### config.mk
export PLATFORM = sky130hd
export DESIGN_NAME = uart_rx_byte_fifo
export DESIGN_NICKNAME = d
export VERILOG_FILES = /design/src/rtl/uart_rx_byte_fifo.sv
export SDC_FILE = /design/constraint.sdc
export NUM_CORES = 1
export LEC_CHECK = 0
export ABC_CLOCK_PERIOD_IN_PS = 3400
export CAP_MARGIN = 30
export CORE_MARGIN = 4
export CORE_UTILIZATION = 54
export CTS_CLUSTER_SIZE = 28
export DETAILED_ROUTE_END_ITERATION = 6
export GPL_ROUTABILITY_DRIVEN = 0
export PLACE_DENSITY = 0.85
export SYNTH_ARGS = -nofsm -noshare
export SYNTH_HDL_FRONTEND = slang
export SYNTH_SLANG_ARGS = --single-unit
### constraint.sdc
create_clock -name CLOCK -period 3.4 [get_ports CLOCK]
set_input_delay 0.85 -clock CLOCK [delete_from_list [all_inputs] [get_ports CLOCK]]
set_output_delay 0.85 -clock CLOCK [all_outputs]
set_load 0.05 [all_outputs]
### src/rtl/uart_rx_byte_fifo.sv
`default_nettype none
// ============================================================================
// Module      : uart_rx_byte_fifo
// Description : UART receive datapath. Deserialises Rx LSB-first on the FSM
//               shift strobe, queues completed bytes in a small first-word
//               fall-through FIFO, and tracks overrun / framing-error status
//               for the CPU-side valid/ready read port.
// Revision    : 1.0 - initial release
// ============================================================================
module uart_rx_byte_fifo #(
  parameter int DATA_W     = 8,
  parameter int FIFO_DEPTH = 4,
  parameter int ADDR_W     = 2,
  parameter int ERRCNT_W   = 8
) (
  input  logic                CLOCK,
  input  logic                reset_n,
  input  logic                Rx,
  input  logic                shift,
  input  logic                load_buffer,
  input  logic                SFE,
  output logic [DATA_W-1:0]   rd_data,
  output logic                rd_valid,
  input  logic                rd_ready,
  output logic [ADDR_W:0]     fifo_count,
  output logic                overrun,
  output logic                frame_err,
  output logic [ERRCNT_W-1:0] err_count,
  input  logic                clr_err
);

  localparam logic [ADDR_W:0]     c_DEPTH   = (ADDR_W+1)'(FIFO_DEPTH);
  localparam logic [ERRCNT_W-1:0] c_ERR_MAX = '1;

  logic [DATA_W-1:0]   r_sr;
  logic [DATA_W-1:0]   r_mem [FIFO_DEPTH];
  logic [ADDR_W-1:0]   r_wr_ptr;
  logic [ADDR_W-1:0]   r_rd_ptr;
  logic [ADDR_W:0]     r_count;
  logic [DATA_W-1:0]   r_rd_data;
  logic                r_overrun;
  logic                r_frame_err;
  logic [ERRCNT_W-1:0] r_err_count;

  logic                w_full;
  logic                w_empty;
  logic                w_pop;
  logic                w_push;
  logic                w_drop;
  logic [ADDR_W-1:0]   w_rd_ptr_nxt;
  logic [ADDR_W:0]     w_count_nxt;
  logic [DATA_W-1:0]   w_head_nxt;
  logic [ERRCNT_W-1:0] w_err_base;
  logic [ERRCNT_W-1:0] w_err_nxt;
  logic                w_overrun_nxt;
  logic                w_frame_err_nxt;

  // Handshake and occupancy decode; a full FIFO still accepts a push when a pop frees a slot.
  always_comb begin
    w_full  = (r_count == c_DEPTH);
    w_empty = (r_count == '0);
    w_pop   = !w_empty && rd_ready;
    w_push  = load_buffer && (!w_full || w_pop);
    w_drop  = load_buffer && w_full && !w_pop;
  end

  // Next read pointer, occupancy, and the word that will sit at the head after this edge.
  always_comb begin
    w_rd_ptr_nxt = w_pop ? ADDR_W'(r_rd_ptr + 1'b1) : r_rd_ptr;
    w_count_nxt  = r_count;
    if (w_push && !w_pop) begin
      w_count_nxt = r_count + 1'b1;
    end else if (w_pop && !w_push) begin
      w_count_nxt = r_count - 1'b1;
    end
    // The head slot is the one being written this cycle only when the FIFO is
    // (or becomes) one deep; otherwise it is already in memory.
    if (w_push && (r_wr_ptr == w_rd_ptr_nxt)) begin
      w_head_nxt = r_sr;
    end else begin
      w_head_nxt = r_mem[w_rd_ptr_nxt];
    end
  end

  // Sticky status: a same-cycle event wins over a clear.
  always_comb begin
    w_err_base      = clr_err ? '0 : r_err_count;
    w_err_nxt       = (SFE && (w_err_base != c_ERR_MAX)) ? w_err_base + 1'b1 : w_err_base;
    w_overrun_nxt   = w_drop || (r_overrun && !clr_err);
    w_frame_err_nxt = SFE || (r_frame_err && !clr_err);
  end

  // Storage array; never reset because reads only ever see slots written since reset.
  always_ff @(posedge CLOCK) begin
    if (w_push) begin
      r_mem[r_wr_ptr] <= r_sr;
    end
  end

  // Shift register, pointers, registered head word and status flags.
  always_ff @(posedge CLOCK or negedge reset_n) begin
    if (!reset_n) begin
      r_sr        <= '0;
      r_wr_ptr    <= '0;
      r_rd_ptr    <= '0;
      r_count     <= '0;
      r_rd_data   <= '0;
      r_overrun   <= 1'b0;
      r_frame_err <= 1'b0;
      r_err_count <= '0;
    end else begin
      if (shift) begin
        r_sr <= {Rx, r_sr[DATA_W-1:1]};
      end
      if (w_push) begin
        r_wr_ptr <= ADDR_W'(r_wr_ptr + 1'b1);
      end
      r_rd_ptr <= w_rd_ptr_nxt;
      r_count  <= w_count_nxt;
      // Head word is held when the FIFO goes empty so rd_data keeps its last value.
      if (w_count_nxt != '0) begin
        r_rd_data <= w_head_nxt;
      end
      r_overrun   <= w_overrun_nxt;
      r_frame_err <= w_frame_err_nxt;
      r_err_count <= w_err_nxt;
    end
  end

  // Outputs come straight from registers; no input-to-output combinational path.
  always_comb begin
    rd_data    = r_rd_data;
    rd_valid   = (r_count != '0);
    fifo_count = r_count;
    overrun    = r_overrun;
    frame_err  = r_frame_err;
    err_count  = r_err_count;
  end

endmodule
`default_nettype wire

Word level (Yosys, flattened, before mapping)
Memories as Yosys holds them, arrays and structs flattened. A register that Yosys moved wholly into a read port is not among the register bits.
Index checks and enable logic that the tools add are counted.
{ "word_totals": {"ff_bits": 25, "ramBits": 32, "input_bits": 8, "output_inout_bits": 22, "wordCells": 43, "mem_count": 1} }
{ "memory_table": {"columns": ["memory", "depth", "word_bits", "rd", "rd_ports_with_merged_regs", "write_ports", "line", "text"], "rows": [
  ["r_mem", 4, 8, 1, 1, 1, "36", "logic [DATA_W-1:0] r_mem [FIFO_DEPTH];"]
]} }
{ "op_classes": {"add_sub_neg": 5, "n_eq_ne": 2, "mux": 7, "n_reduce_logical": 21} }
{ "ops": {"columns": ["cell", "count"], "rows": [
  ["8-bit 2-to-1 mux", 2],
  ["1-bit logical AND", 9],
  ["8-bit by 1-bit adder with 8-bit output (second input constant)", 1],
  ["8-bit != test (second input constant)", 1],
  ["1-bit logical NOT", 6],
  ["3-bit 2-to-1 mux", 2],
  ["3-bit nonzero test", 2],
  ["2-bit by 1-bit adder with 2-bit output (second input constant)", 2],
  ["3-bit by 1-bit adder with 3-bit output (second input constant)", 1],
  ["3-bit == test (second input constant)", 1],
  ["3-bit logical NOT", 1],
  ["1-bit logical OR", 3],
  ["3-bit by 1-bit subtractor with 3-bit output (second input constant)", 1],
  ["1-bit 2-to-1 mux", 2],
  ["2-bit 2-to-1 mux", 1]
]} }

Logic depth before layout (Yosys ltp)
{ "logic_depth": {"word_depth": 10, "mapped_depth": 10, "ltp_nobuf": 9} }

Least setup slack after synthesis
Ideal clock, no wire load.
{ "synth_timing": {"kind": "register to register", "from": "register r_count[0] (netlist: fifo_count[0])", "to": "register r_rd_data[3] (netlist: rd_data[3]), read port of r_mem", "setup_time_ns": 0.132, "arrival_time_ns": 2.503, "path_slack_ns": 0.765, "path_stages_with_launch": 11, "path_buffers": 1, "period_less_slack_ns": 2.635, "path_cell_list": "dfrtp_1 -> inv_1 -> ha_1 -> buf_4 -> nor2b_4 -> inv_2 -> nand3_2 -> xor2_4 -> a221o_1 -> o221ai_1 -> o221ai_2"} }
{ "synth_via": {"elab_chain_len": 10, "word_cells_on_any_way": 17, "cone_classes": "add/sub (2); eq/ne (1); mux (3); reduce/logical (11)"} }
{ "synth_lines": {"columns": ["item", "line", "text"], "rows": [
  ["start, declared", "39", "logic [ADDR_W:0] r_count;"],
  ["start signal, assigned", "119", "r_count <= w_count_nxt;"],
  ["3-bit logical NOT", "61", "w_empty = (r_count == '0);"],
  ["1-bit logical NOT", "62", "w_pop = !w_empty && rd_ready;"],
  ["1-bit logical AND", "62", null],
  ["1-bit logical OR", "63", "w_push = load_buffer && (!w_full || w_pop);"],
  ["1-bit logical AND", "63", null],
  ["1-bit logical NOT", "73", "end else if (w_pop && !w_push) begin"],
  ["1-bit logical AND", "73", null],
  ["3-bit 2-to-1 mux", "73", null],
  ["3-bit 2-to-1 mux", "71", "if (w_push && !w_pop) begin"],
  ["3-bit nonzero test", "121", "if (w_count_nxt != '0) begin"],
  ["end, declared", "40", "logic [DATA_W-1:0] r_rd_data;"]
]} }
Parallel ways exist; a longest one is shown, timed or not.
A chain may end at the register's enable or synchronous reset.

Final worst setup path
{ "layout_timing": {"from": "register r_count[1] (netlist: fifo_count[1])", "to": "output rd_valid"} }
{ "layout_via": {"elab_chain_len": 1} }
{ "layout_lines": {"columns": ["item", "line", "text"], "rows": [
  ["3-bit nonzero test", "133", "rd_valid = (r_count != '0);"],
  ["end, declared", "23", "output logic rd_valid,"]
]} }
Every way passes these cells.

==> results by group <==
Route
  – Vias: 2070
  – DRC: 0
  – Routed Antenna Nets: 0
  – First drt pass iteration count: 4
  – Drt total wl: 6550 um
  – Vias per cell: 5.85
  – Initial drt markers: 251
  – WL/cell: 18.5 um

STA
  – Setup skew after layout: 0.00614 ns
  – Fin crit period: 3.24 ns
  – Final Hold Fails: 0
  – RSZ-0062 raised after global routing: no
  – Hold slack: 0.499 ns
  – Setup TNS: 0 ns
  – Max-slew violations: 0
  – PnR worst setup slack: 0.157 ns
  – Fin crit share: 0.954
  – Final setup violation count: 0
  – Relative slew slack: 0.493
  – Peak Freq: 0.308 GHz
  – Slew @ Worst Pin: 0.760 ns

Clock tree
  – CTS Buffer Depth: 2
  – CTS Root Buffer Type: clkbuf_8
  – CTS Buf Count: 9
  – CTS Sinks: 65
  – Setup bufs post-CTS: 0
  – Post-cts resize count: 0
  – Clock latency on the worst-skew pair: 0.34 ns
  – Htree depth: 3
  – Hold_buf cts: 0
  – CTS tree: yes
  – Clk pin slew, worst setup/hold paths: 0.07 ns

Critical path
  – R2R Path End: rd_data[0]
  – Crit. Startpoint: fifo_count[1]
  – Critical path class: reg -> out
  – CP Capture Type: output pin
  – Max stage delay cell, worst path: clkdlybuf4s50_1
  – Reg2Reg Depth: 9
  – CP top delay family: buffers and inverters
  – Top fanout value on the critical path: 8
  – Crit path DAT: 2.39 ns
  – CP endpoint: rd_valid
  – Startpoint Class: flop
  – CP bufs+invs: 3
  – Worst EP required: 2.55 ns
  – WP depth: 5
  – Worst r2r src: fifo_count[0]
  – R2R Setup Slk: 1.00 ns
  – Worst path max stage delay: 0.82 ns
  – CP Cell Sequence: inv_1, ha_1, nor2b_4, inv_2, clkdlybuf4s50_1

Min path
  – Hold Crit Class: reg -> reg

Synthesis
  – Prevailing post-synth register cell: dfrtp_1
  – Sequential share of the synthesized area: 0.583
  – Synth area leaders: edfxtp_1 (31%), dfrtp_1 (27%), o221ai_2 (3.4%)
  – Post-synth cell types: 57
  – Syn avg cell area: 12.8 sq um
  – Share of the synthesized area in the top cell type: 0.314
  – Syn Nets: 256
  – Synth Instances: 240
  – Synthesized flop and latch total: 65
  – Cell Area, Synth: 3060 sq um
  – YS warnings: 0
  – Async S/R FF share, synth: 0.508
  – Post-synth EDFFs: 32
  – Area leader, netlist: edfxtp_1

Die
  – Starting density of the core: 0.556
  – Die Height: 83.3 um
  – Io pins: 30
  – Die X: 83.3 um
  – # rows: 27
  – Core Region: 5510 sq um
  – Die area: 6940 sq um

Global route
  – Antenna violations before repair: 0
  – Met3 usage: 0.0615
  – Gr usage total: 0.200
  – First-pass GRT wire length: 10700 um
  – Met1 usage: 0.253
  – Grt total ovfl: 0
  – Met2 usage: 0.324
  – Vias in the first global route: 2067
  – Busiest grt layer: met2
  – Largest net degree at the start of global routing: 34

Layout
  – Final net count: 293
  – Layout Cells excl Fill: 354
  – ANT cells: 0
  – Share of layout cells above drive strength 1: 0.160
  – P&R area growth vs syn: 18.6%

Power and ir drop
  – Seq pwr share: 0.358
  – Sw Pwr: 1.48 mW
  – Tot Pwr: 3.48 mW
  – Clk pwr share: 0.188
  – Combinational share of power: 0.454
  – Leak Pwr: 1.40 nW
  – Max VDD drop: 0.653 mV
  – Switching Fraction: 0.424
  – P per Cell Area: 958 nW/um^2
  – Int Power: 2.01 mW

Placement
  – Setup slack after placement: 0.433 ns
  – Dpl cells: 338
  – I/O Buffers: 29
  – DP HPWL: 4420 um

Status
  – Status: complete, no violations

Job
  – Max_cap viols: 0
registers in the layout, indices dropped and copies added (netlist names), 2 cells and up:
| name | cells |
|---|---|
| fifo_count | 3 |
| r_wr_ptr | 2 |
| r_rd_ptr | 2 |
| err_count | 8 |
| rd_data | 8 |
| r_sr | 8 |
| r_mem | 32 |
worst min-delay path, cell delays in order (launching register included):
cell      delay [ns]
dfrtp_1         0.35
nand2_1         0.06
o221ai_2        0.05
placed cells by master (no fill, tap or decap), drive strengths merged, types with 9 or more instances in the layout:
cell type,n
clkbuf,9
clkdlybuf4s50,29
dfrtp,33
edfxtp,32
inv,21
nand2,23
o21ai,15
o221ai,15
power by group through the flow:
stage | sequential [mW] | combinational, mW | clock (mW)
global placement | 1.25 | 1.54 | 0
global route | 1.27 | 1.71 | 0.698
CTS | 1.25 | 1.59 | 0.654
floorplan | 1.43 | 0.957 | 0
detailed placement | 1.26 | 1.58 | 0
finish | 1.25 | 1.58 | 0.654
cells by family (layout without fill, tap and decap cells):
family          after synthesis  count (layout)  share of synthesized area
fa+ha+maj                     8               8                     0.0327
mux                           4               4                     0.0135
flops                        65              65                      0.583
buf+inv                      28              70                     0.0380
compound gates               57              57                      0.167
xor+xnor                     11              11                     0.0400
simple gates                 67              67                      0.126
routing by layer:
metal  vias to the layer above  wire length [um]
met5                         -                 0
met4                         0               102
met3                        10               379
met2                        74              3250
met1                      1010              2810
li1                        976                 -
synth_stat cells, types with 3 or more instances:
cell       n
o221ai_2   7
nand3_1    5
nor2_1     7
buf_2      3
nand2_1   22
inv_1     18
ha_1       8
o221ai_1   8
mux2i_1    3
nor3_1     3
dfrtp_1   33
and3_1     5
o21ai_0   14
clkbuf_1   3
xnor2_1    7
nor2b_1    6
a221o_1    7
edfxtp_1  32
worst min-delay path by stage:
stage	endpoint	depth (start not counted)	start	slack (ns)
6_report	rd_data[2]	2	rd_data[2]	0.50
5_1_grt	rd_data[3]	2	rd_data[3]	0.53
4_1_cts	rd_data[2]	2	rd_data[2]	0.50
3_5_place_dp	rd_data[2]	2	rd_data[2]	0.47
3_3_place_gp	overrun	1	overrun	0.47
2_1_floorplan	r_mem[0][0]	0	r_sr[0]	0.48
metrics by stage:
stage          utilization  instance area [sq um]
4_1_cts              0.660                   3630
6_report             0.660                   3630
2_1_floorplan            -                   3060
3_3_place_gp         0.625                   3440
5_1_grt              0.660                   3630
3_5_place_dp         0.625                   3440
final cells by class:
cell class	count	area, sq um
clock inverter	7	70.1
fill	379	1870
clock buffer	9	124
multi-input combinational	147	1160
sequential	65	1790
timing repair buffer	34	328
tap	72	90.1
inverter	20	75.1
Power figures use the tool's default switching activity.
